File: src/rtl/char_action_arbiter.sv
// rtl/char_action_arbiter.sv - button-to-action command arbiter for the character physics block
// Optional walk auto-repeat is compiled in when CHAR_WALK_REPEAT_EN is defined.
module char_action_arbiter #(
  parameter int CHARGE_WIDTH    = 7,
  parameter int MAX_CHARGE      = 100,
  parameter int CHARGE_STEP     = 10,
  parameter int COOLDOWN_CYCLES = 4,
  parameter int REPEAT_PERIOD   = 8
) (
  input  logic                    character_clk,
  input  logic                    sys_rst_n,
  input  logic                    left_btn,
  input  logic                    right_btn,
  input  logic                    jump_btn,
  input  logic                    on_ground,
  input  logic                    cmd_ready,
  output logic                    cmd_valid,
  output logic [1:0]              cmd_op,
  output logic [1:0]              cmd_dir,
  output logic [CHARGE_WIDTH-1:0] cmd_charge,
  output logic [2:0]              arb_state,
  output logic                    busy
);

  typedef enum logic [2:0] {
    ST_IDLE       = 3'd0,
    ST_WALK_REQ   = 3'd1,
    ST_CHARGE     = 3'd2,
    ST_LAUNCH_REQ = 3'd3,
    ST_AIRBORNE   = 3'd4,
    ST_COOLDOWN   = 3'd5
  } state_t;

  localparam logic [1:0] OP_NOP    = 2'd0;
  localparam logic [1:0] OP_WALK   = 2'd1;
  localparam logic [1:0] OP_JUMP   = 2'd2;
  localparam logic [1:0] DIR_LEFT  = 2'b01;
  localparam logic [1:0] DIR_RIGHT = 2'b11;
  localparam logic [1:0] DIR_UP    = 2'b00;

  localparam int CD_W = (COOLDOWN_CYCLES < 2) ? 1 : $clog2(COOLDOWN_CYCLES + 1);
  localparam logic [CD_W-1:0]         CD_INIT  = CD_W'(COOLDOWN_CYCLES);
  localparam logic [CHARGE_WIDTH:0]   STEP_EXT = (CHARGE_WIDTH+1)'(CHARGE_STEP);
  localparam logic [CHARGE_WIDTH:0]   MAX_EXT  = (CHARGE_WIDTH+1)'(MAX_CHARGE);
  localparam logic [CHARGE_WIDTH-1:0] MAX_Q    = CHARGE_WIDTH'(MAX_CHARGE);

  state_t                  state;
  logic                    left_d, right_d, jump_d;
  logic                    left_rise, right_rise, jump_rise;
  logic [CHARGE_WIDTH-1:0] charge;
  logic [CHARGE_WIDTH:0]   charge_sum;
  logic [CHARGE_WIDTH-1:0] charge_next;
  logic [CD_W-1:0]         cd_cnt;
  logic [1:0]              dir_q;
  logic [1:0]              exit_dir;
  logic [1:0]              walk_dir;

`ifdef CHAR_WALK_REPEAT_EN
  localparam int RP_W = (REPEAT_PERIOD < 2) ? 1 : $clog2(REPEAT_PERIOD + 1);
  localparam logic [RP_W-1:0] RP_LAST = RP_W'(REPEAT_PERIOD - 1);
  logic [RP_W-1:0] rep_cnt;
`else
  logic unused_repeat_period;
  assign unused_repeat_period = (REPEAT_PERIOD != 0);
`endif

  assign left_rise  = left_btn & ~left_d;
  assign right_rise = right_btn & ~right_d;
  assign jump_rise  = jump_btn & ~jump_d;

  // One guard bit so the add cannot wrap before saturation.
  assign charge_sum  = {1'b0, charge} + STEP_EXT;
  assign charge_next = (charge_sum >= MAX_EXT) ? MAX_Q : charge_sum[CHARGE_WIDTH-1:0];

  assign exit_dir = (left_btn && !right_btn) ? DIR_LEFT :
                    (right_btn && !left_btn) ? DIR_RIGHT : DIR_UP;
  assign walk_dir = left_btn ? DIR_LEFT : DIR_RIGHT;
  assign arb_state = state;

  always_ff @(posedge character_clk or negedge sys_rst_n) begin
    if (!sys_rst_n) begin
      state      <= ST_IDLE;
      left_d     <= 1'b0;
      right_d    <= 1'b0;
      jump_d     <= 1'b0;
      charge     <= '0;
      cd_cnt     <= '0;
      dir_q      <= DIR_UP;
      cmd_valid  <= 1'b0;
      cmd_op     <= OP_NOP;
      cmd_dir    <= DIR_UP;
      cmd_charge <= '0;
      busy       <= 1'b0;
`ifdef CHAR_WALK_REPEAT_EN
      rep_cnt    <= '0;
`endif
    end else begin
      left_d     <= left_btn;
      right_d    <= right_btn;
      jump_d     <= jump_btn;
      // Outputs default to an idle bus; states holding a command re-assert it.
      cmd_valid  <= 1'b0;
      cmd_op     <= OP_NOP;
      cmd_dir    <= DIR_UP;
      cmd_charge <= '0;
      busy       <= 1'b1;
`ifdef CHAR_WALK_REPEAT_EN
      rep_cnt    <= '0;
`endif
      case (state)
        ST_IDLE: begin
          if (!on_ground) begin
            state <= ST_AIRBORNE;
          end else if (jump_rise) begin
            state  <= ST_CHARGE;
            charge <= '0;
          end else if (left_rise != right_rise) begin
            state     <= ST_WALK_REQ;
            dir_q     <= left_rise ? DIR_LEFT : DIR_RIGHT;
            cmd_valid <= 1'b1;
            cmd_op    <= OP_WALK;
            cmd_dir   <= left_rise ? DIR_LEFT : DIR_RIGHT;
          end else begin
            busy <= 1'b0;
`ifdef CHAR_WALK_REPEAT_EN
            if (!left_rise && !right_rise && (left_btn ^ right_btn)) begin
              if (rep_cnt == RP_LAST) begin
                state     <= ST_WALK_REQ;
                dir_q     <= walk_dir;
                cmd_valid <= 1'b1;
                cmd_op    <= OP_WALK;
                cmd_dir   <= walk_dir;
                busy      <= 1'b1;
              end else begin
                rep_cnt <= rep_cnt + 1'b1;
              end
            end
`endif
          end
        end
        ST_WALK_REQ: begin
          if (!on_ground) begin
            state <= ST_AIRBORNE;
          end else if (cmd_ready) begin
            state <= ST_IDLE;
            busy  <= 1'b0;
          end else begin
            cmd_valid <= 1'b1;
            cmd_op    <= OP_WALK;
            cmd_dir   <= dir_q;
          end
        end
        ST_CHARGE: begin
          if (!on_ground) begin
            state  <= ST_AIRBORNE;
            charge <= '0;
          end else if (!jump_btn || charge == MAX_Q) begin
            state      <= ST_LAUNCH_REQ;
            dir_q      <= exit_dir;
            cmd_valid  <= 1'b1;
            cmd_op     <= OP_JUMP;
            cmd_dir    <= exit_dir;
            cmd_charge <= charge;
          end else begin
            charge <= charge_next;
          end
        end
        ST_LAUNCH_REQ: begin
          if (cmd_ready) begin
            state  <= ST_AIRBORNE;
            charge <= '0;
          end else begin
            cmd_valid  <= 1'b1;
            cmd_op     <= OP_JUMP;
            cmd_dir    <= dir_q;
            cmd_charge <= charge;
          end
        end
        ST_AIRBORNE: begin
          if (on_ground) begin
            if (COOLDOWN_CYCLES == 0) begin
              state <= ST_IDLE;
              busy  <= 1'b0;
            end else begin
              state  <= ST_COOLDOWN;
              cd_cnt <= CD_INIT;
            end
          end
        end
        ST_COOLDOWN: begin
          if (!on_ground) begin
            state <= ST_AIRBORNE;
          end else if (cd_cnt <= CD_W'(1)) begin
            state <= ST_IDLE;
            busy  <= 1'b0;
          end else begin
            cd_cnt <= cd_cnt - 1'b1;
          end
        end
        default: begin
          state  <= ST_IDLE;
          charge <= '0;
          busy   <= 1'b0;
        end
      endcase
    end
  end

endmodule

File: config.mk
export PLATFORM = sky130hd
export DESIGN_NAME = char_action_arbiter
export DESIGN_NICKNAME = d
export VERILOG_FILES = /design/src/rtl/char_action_arbiter.sv
export SDC_FILE = /design/constraint.sdc
export NUM_CORES = 1
export LEC_CHECK = 0
export BUFFER_PORTS_ARGS = -buffer_cell sky130_fd_sc_hd__buf_2
export CAP_MARGIN = 20
export CORE_MARGIN = 5
export CORE_UTILIZATION = 60
export DETAILED_ROUTE_END_ITERATION = 7
export GPL_ROUTABILITY_DRIVEN = 0
export PLACE_DENSITY = 0.83
export SLEW_MARGIN = 10
export SYNTH_ARGS = -nofsm -noshare
export SYNTH_HDL_FRONTEND = slang
export SYNTH_SLANG_ARGS = --single-unit
export TNS_END_PERCENT = 5
File: constraint.sdc
create_clock -name character_clk -period 2.75 [get_ports character_clk]
set_clock_uncertainty 0.1 [all_clocks]
set_input_delay 0 -clock character_clk [delete_from_list [all_inputs] [get_ports character_clk]]
set_output_delay 0 -clock character_clk [all_outputs]
set_load 0.005 [all_outputs]
# Word-level counts from Yosys, hierarchy flattened
# Index checks and enable logic that the tools add are counted.
# Widths: inputs -> output; s select.
classes:
  reduce_logical: 15
  addsub: 2
  magnitude_cmp: 2
  n_mux: 66
  n_bitwise: 7
  n_eq_ne: 22
op_table:
  columns: ["operator", "count"]
  rows:
  - ["$mux 7", 8]
  - ["$mux 3", 14]
  - ["$mux 2", 18]
  - ["$pmux 7 s4", 1]
  - ["$ne 2x2->1 const B", 10]
  - ["$pmux 3 s6", 1]
  - ["$mux 1", 17]
  - ["$pmux 2 s4", 2]
  - ["$pmux 7 s2", 1]
  - ["$ne 3x3->1 const B", 4]
  - ["$reduce_and 6->1", 2]
  - ["$add 7x4->8 const B", 1]
  - ["$ge 8x7->1 const B", 1]
  - ["$pmux 1 s4", 2]
  - ["$reduce_and 4->1", 2]
  - ["$eq 7x7->1 const B", 1]
  - ["$eq 3x2->1 const B", 2]
  - ["$eq 3x3->1 const B", 2]
  - ["$pmux 3 s2", 1]
  - ["$reduce_or 3->1", 2]
  - ["$ne 4x4->1 const B", 1]
  - ["$not 1->1", 4]
  - ["$pmux 2 s2", 1]
  - ["$reduce_bool 2->1", 2]
  - ["other kinds (9)", 14]
word_totals:
  regBits: 31
  out_inout_bits: 16
  in_bits: 7

# Longest topological paths before layout
depth:
  word_depth: 7
  ltp_mapped: 8

# Worst setup path after synthesis
# OpenSTA, ideal clock, no wires.
synth_path:
  path_kind: "reg2reg"
  start: "reg charge[2]"
  end: "reg charge[3]"
  path_buffers: 0
  path_slack_ps: 952
  period_less_slack_ps: 1798
  t_required_ps: 2568
  stages_incl_launch_ff: 7
  t_arrival_ps: 1616
  cell_sequence: "dfrtp_1 -> ha_1 -> o21a_1 -> and3_1 -> a41oi_2 -> a41oi_1 -> a31oi_1"
synth_between:
  elab_chain_cells: 6
  elab_cells_between_ends: 10
synth_rtl:
  columns: ["item", "line", "text"]
  rows:
  - ["start: declaration", "50", "logic [CHARGE_WIDTH-1:0] charge;"]
  - ["start signal: assignment", "165", "charge <= charge_next;"]
  - ["$add 7x4->8", "72", "assign charge_sum = {1'b0, charge} + STEP_EXT;"]
  - ["$ge 8x7->1", "73", "assign charge_next = (charge_sum >= MAX_EXT) ? MAX_Q : charge_sum[CHARGE_WIDTH-1:0];"]
  - ["$mux 7", "73", null]
  - ["$mux 7", "157", "end else if (!jump_btn || charge == MAX_Q) begin"]
  - ["$mux 7", "154", "if (!on_ground) begin"]
  - ["$pmux 7 s4", "110", "case (state)"]
# Several ways; a longest one is shown, not always the timed one. The select of a mux whose other input is x is not followed.
# A chain may end at the register's enable or synchronous reset.

# Worst setup path after layout
# Ends and elaborated chain as after synthesis.

==> flow_metrics.py <==
metrics = {
    "synthesis": {
        "mappedNetlistArea_um2": 1710,
        "yosys_warnings": 0,
        "synth_top_area_share_pct": 45.5,
        "synthFlopType": "dfrtp_1",
        "async_reset_ff_share_pct": 100,
        "avgSynthCellArea_um2": 10.5,
        "yosysSeqAreaShare_pct": 45.5,
        "synthTopCellsByArea": "dfrtp_1 45%, a21oi_1 3.8%, ha_1 3.7%, inv_1 2.4%, nor2b_1 2.2%",
        "synth_edf_count": 0,
        "netlist_instances": 163,
        "synth-seq-cells": 31,
        "yosys.area.top_type": "dfrtp_1",
        "syn_nets": 175,
        "ys_types": 58,
    },
    "route": {
        "drc": 0,
        "dr.pass1.iters": 4,
        "wl_per_cell_um": 16.0,
        "vias": 1361,
        "drt-total-wl_mm": 3.56,
        "routed_via_density": 6.10,
        "ant_nets": 0,
        "drt_iter0_drc": 65,
    },
    "timing": {
        "setup_violations": 0,
        "finalHoldViolCount": 0,
        "tns_ps": 0,
        "fmax_mhz": 489,
        "slew_viol_final": 0,
        "worst_pin_slew_ps": 668,
        "slew-limit-headroom_pct": 55.5,
        "fin_crit_sh_pct": 74.4,
        "period_minus_slack_ps": 2050,
        "rsz0062_at_grt": "false",
    },
    "power_and_ir_drop": {
        "peakVddDrop_mv": 0.646,
        "p_leak_uw": 0.000921,
        "p_per_area_nw_per_um2": 804,
    },
    "grt": {
        "grt_overflow_total": 0,
        "antenna_found_initial": 0,
        "grt_start_max_net_pins": 32,
        "gr-usage-all-layers_pct": 19.6,
        "grt_pass1_wl_mm": 6.27,
        "grt_pass1_vias": 1338,
    },
    "layout": {
        "final_cell_mix": "31 x dfrtp_1, 22 x buf_2, 13 x a21oi_1, 11 x inv_1, 9 x nor2_1",
        "nets": 203,
        "area_delta_synth_final_pct": 13.4,
        "fin_area_um2": 1940,
        "fillers": 199,
        "drive_above_1_share_pct": 27.1,
        "n_antenna_cell": 0,
        "final_common_cell": "dfrtp_1",
    },
    "placement": {
        "placed_area_um2": 1800,
        "numPortBuffers": 22,
        "hpwl_mm": 2.50,
    },
    "min_path": {
        "hp-class": "input pin to register",
    },
    "clocking": {
        "cts_root_buf": "clkbuf_4",
        "cts_tree": "yes",
        "cts_resized": 0,
        "htree_levels": 2,
        "cts.sinks": 31,
        "cts_max_path_buffers": 2,
        "clk-insertion-delay-late_ps": 350,
        "cts_buffers": 5,
        "cts.clk_slew.worst_paths_ps": 110,
    },
    "floorplanning": {
        "dieArea_um2": 4010,
        "dieHeight_um": 63.3,
        "die_x_um": 63.3,
        "start_util_pct": 62.4,
        "coreArea_um2": 2730,
        "rows": 19,
        "io_pins": 23,
    },
    "critical_path": {
        "end_kind": "register",
        "crit_path_max_incr_delay_ps": 480,
        "cp.arrival_ps": 2170,
        "startpoint_type": "register",
        "cp_max_fo": 7,
        "crit_type": "register to register",
        "required_ps": 2880,
        "cp_cell_sequence": "ha_1 -> o21a_1 -> o22ai_1 -> a41oi_2 -> a41oi_1 -> a31oi_1",
        "critPathSlowestCell": "dfrtp_1",
    },
    "flow_run": {
        "max-cap-violations": 0,
    },
    "outcome": {
        "status": "completed",
    },
}
## through the flow
stage	hold slack (ps)	cells	utilization, %	power (uW)	setup WS, ps
final	51.0	223	70.8	1560	704
after global routing	66.8	223	70.8	1660	573
after CTS	44.4	223	70.8	1560	737
after detailed placement	-28.5	210	65.8	1170	763
after global placement	-36.2	210	65.8	1150	853
after floorplan	-396	163	-	1070	952
## worst max-delay path, delay by kind of cell (launching register included)
family	cells	cell delay, ps
compound gates	5	1060
fa+ha+maj	1	290
flops	1	480
## power breakdown
part | leakage [uW] | switching (uW) | internal [uW]
combinational | 0.000470 | 241 | 248
clock | 0.0000482 | 161 | 215
sequential | 0.000402 | 149 | 543
## final timing paths
check,startpoint,to,slack (ps),cells past startpoint
setup / recovery,charge[2]$_DFFE_PN0P_,charge[3]$_DFFE_PN0P_,700,6
min in group asynchronous,sys_rst_n,charge[4]$_DFFE_PN0P_,110,2
setup reg to reg,charge[2]$_DFFE_PN0P_,charge[3]$_DFFE_PN0P_,700,6
max in group asynchronous,sys_rst_n,jump_d$_DFF_PN0_,2000,2
hold reg to reg,charge[0]$_DFFE_PN0P_,cmd_charge[0]$_DFF_PN0_,440,1
hold / removal,on_ground,arb_state[0]$_DFFE_PN0P_,50,4
## routing by layer
metal / GRT usage [%] / vias to the layer above / wire [um]
li1: - / 649 / -
met1: 24.5 / 663 / 1520
met2: 32.0 / 40 / 1780
met3: 4.62 / 9 / 201
met4: 8.31 / 0 / 61
met5: 0 / - / 0
## cell usage after synthesis, types with 2 or more instances
cell and n:
mux2_2 3, o21ai_0 6, nand3_1 5, buf_2 2, nand2_1 8, clkbuf_8 2, and2_1 2, dfrtp_1 31
mux2_4 2, inv_1 11, o21ai_1 3, a22o_1 2, nor2_4 2, nor2b_1 6, nor2_1 9, a21oi_1 13
o21a_1 2, ha_1 5, and3_1 2, nand3b_1 3, a31oi_1 3, a21o_1 2, a41oi_1 2, nand2b_1 2
and3_2 2
## timing repair
| item | CTS | global route |
|---|---|---|
| hold endpoints to repair | 36 | 0 |
| endpoints found under the setup margin | 0 | 0 |
| hold buffers | 5 | 0 |
| setup buffers | 0 | 0 |
## cells by family (layout without fill, tap and decap cells)
family          after synthesis  after routing  share of synthesized area (%)
compound gates               53             53                           22.9
fa+ha+maj                     5              5                           3.67
buf+inv                      18             47                           6.01
flops                        31             31                           45.5
mux                           5              5                           3.74
simple gates                 51             51                           18.2
## sequential cells by signal, indices dropped and copies added, names as in the netlist
signal / flops
jump_d: 1
arb_state: 3
cmd_op: 2
charge: 7
dir_q: 2
left_d: 1
cmd_dir: 2
cmd_charge: 7
cmd_valid: 1
right_d: 1
cd_cnt: 3
busy: 1
## final cells by class
| class | count | area, um^2 | share of cell area (%) |
|---|---|---|---|
| Inverter | 12 | 46.3 | 2.39 |
| Clock buffer | 6 | 51.3 | 2.65 |
| Clock inverter | 2 | 35.0 | 1.81 |
| Timing Repair Buffer | 27 | 160 | 8.27 |
| Multi-Input combinational cell | 114 | 828 | 42.8 |
| Sequential cell | 31 | 776 | 40.1 |
| Tap cell | 31 | 38.8 | 2.00 |
No activity file was read; power rests on OpenSTA's default activity.
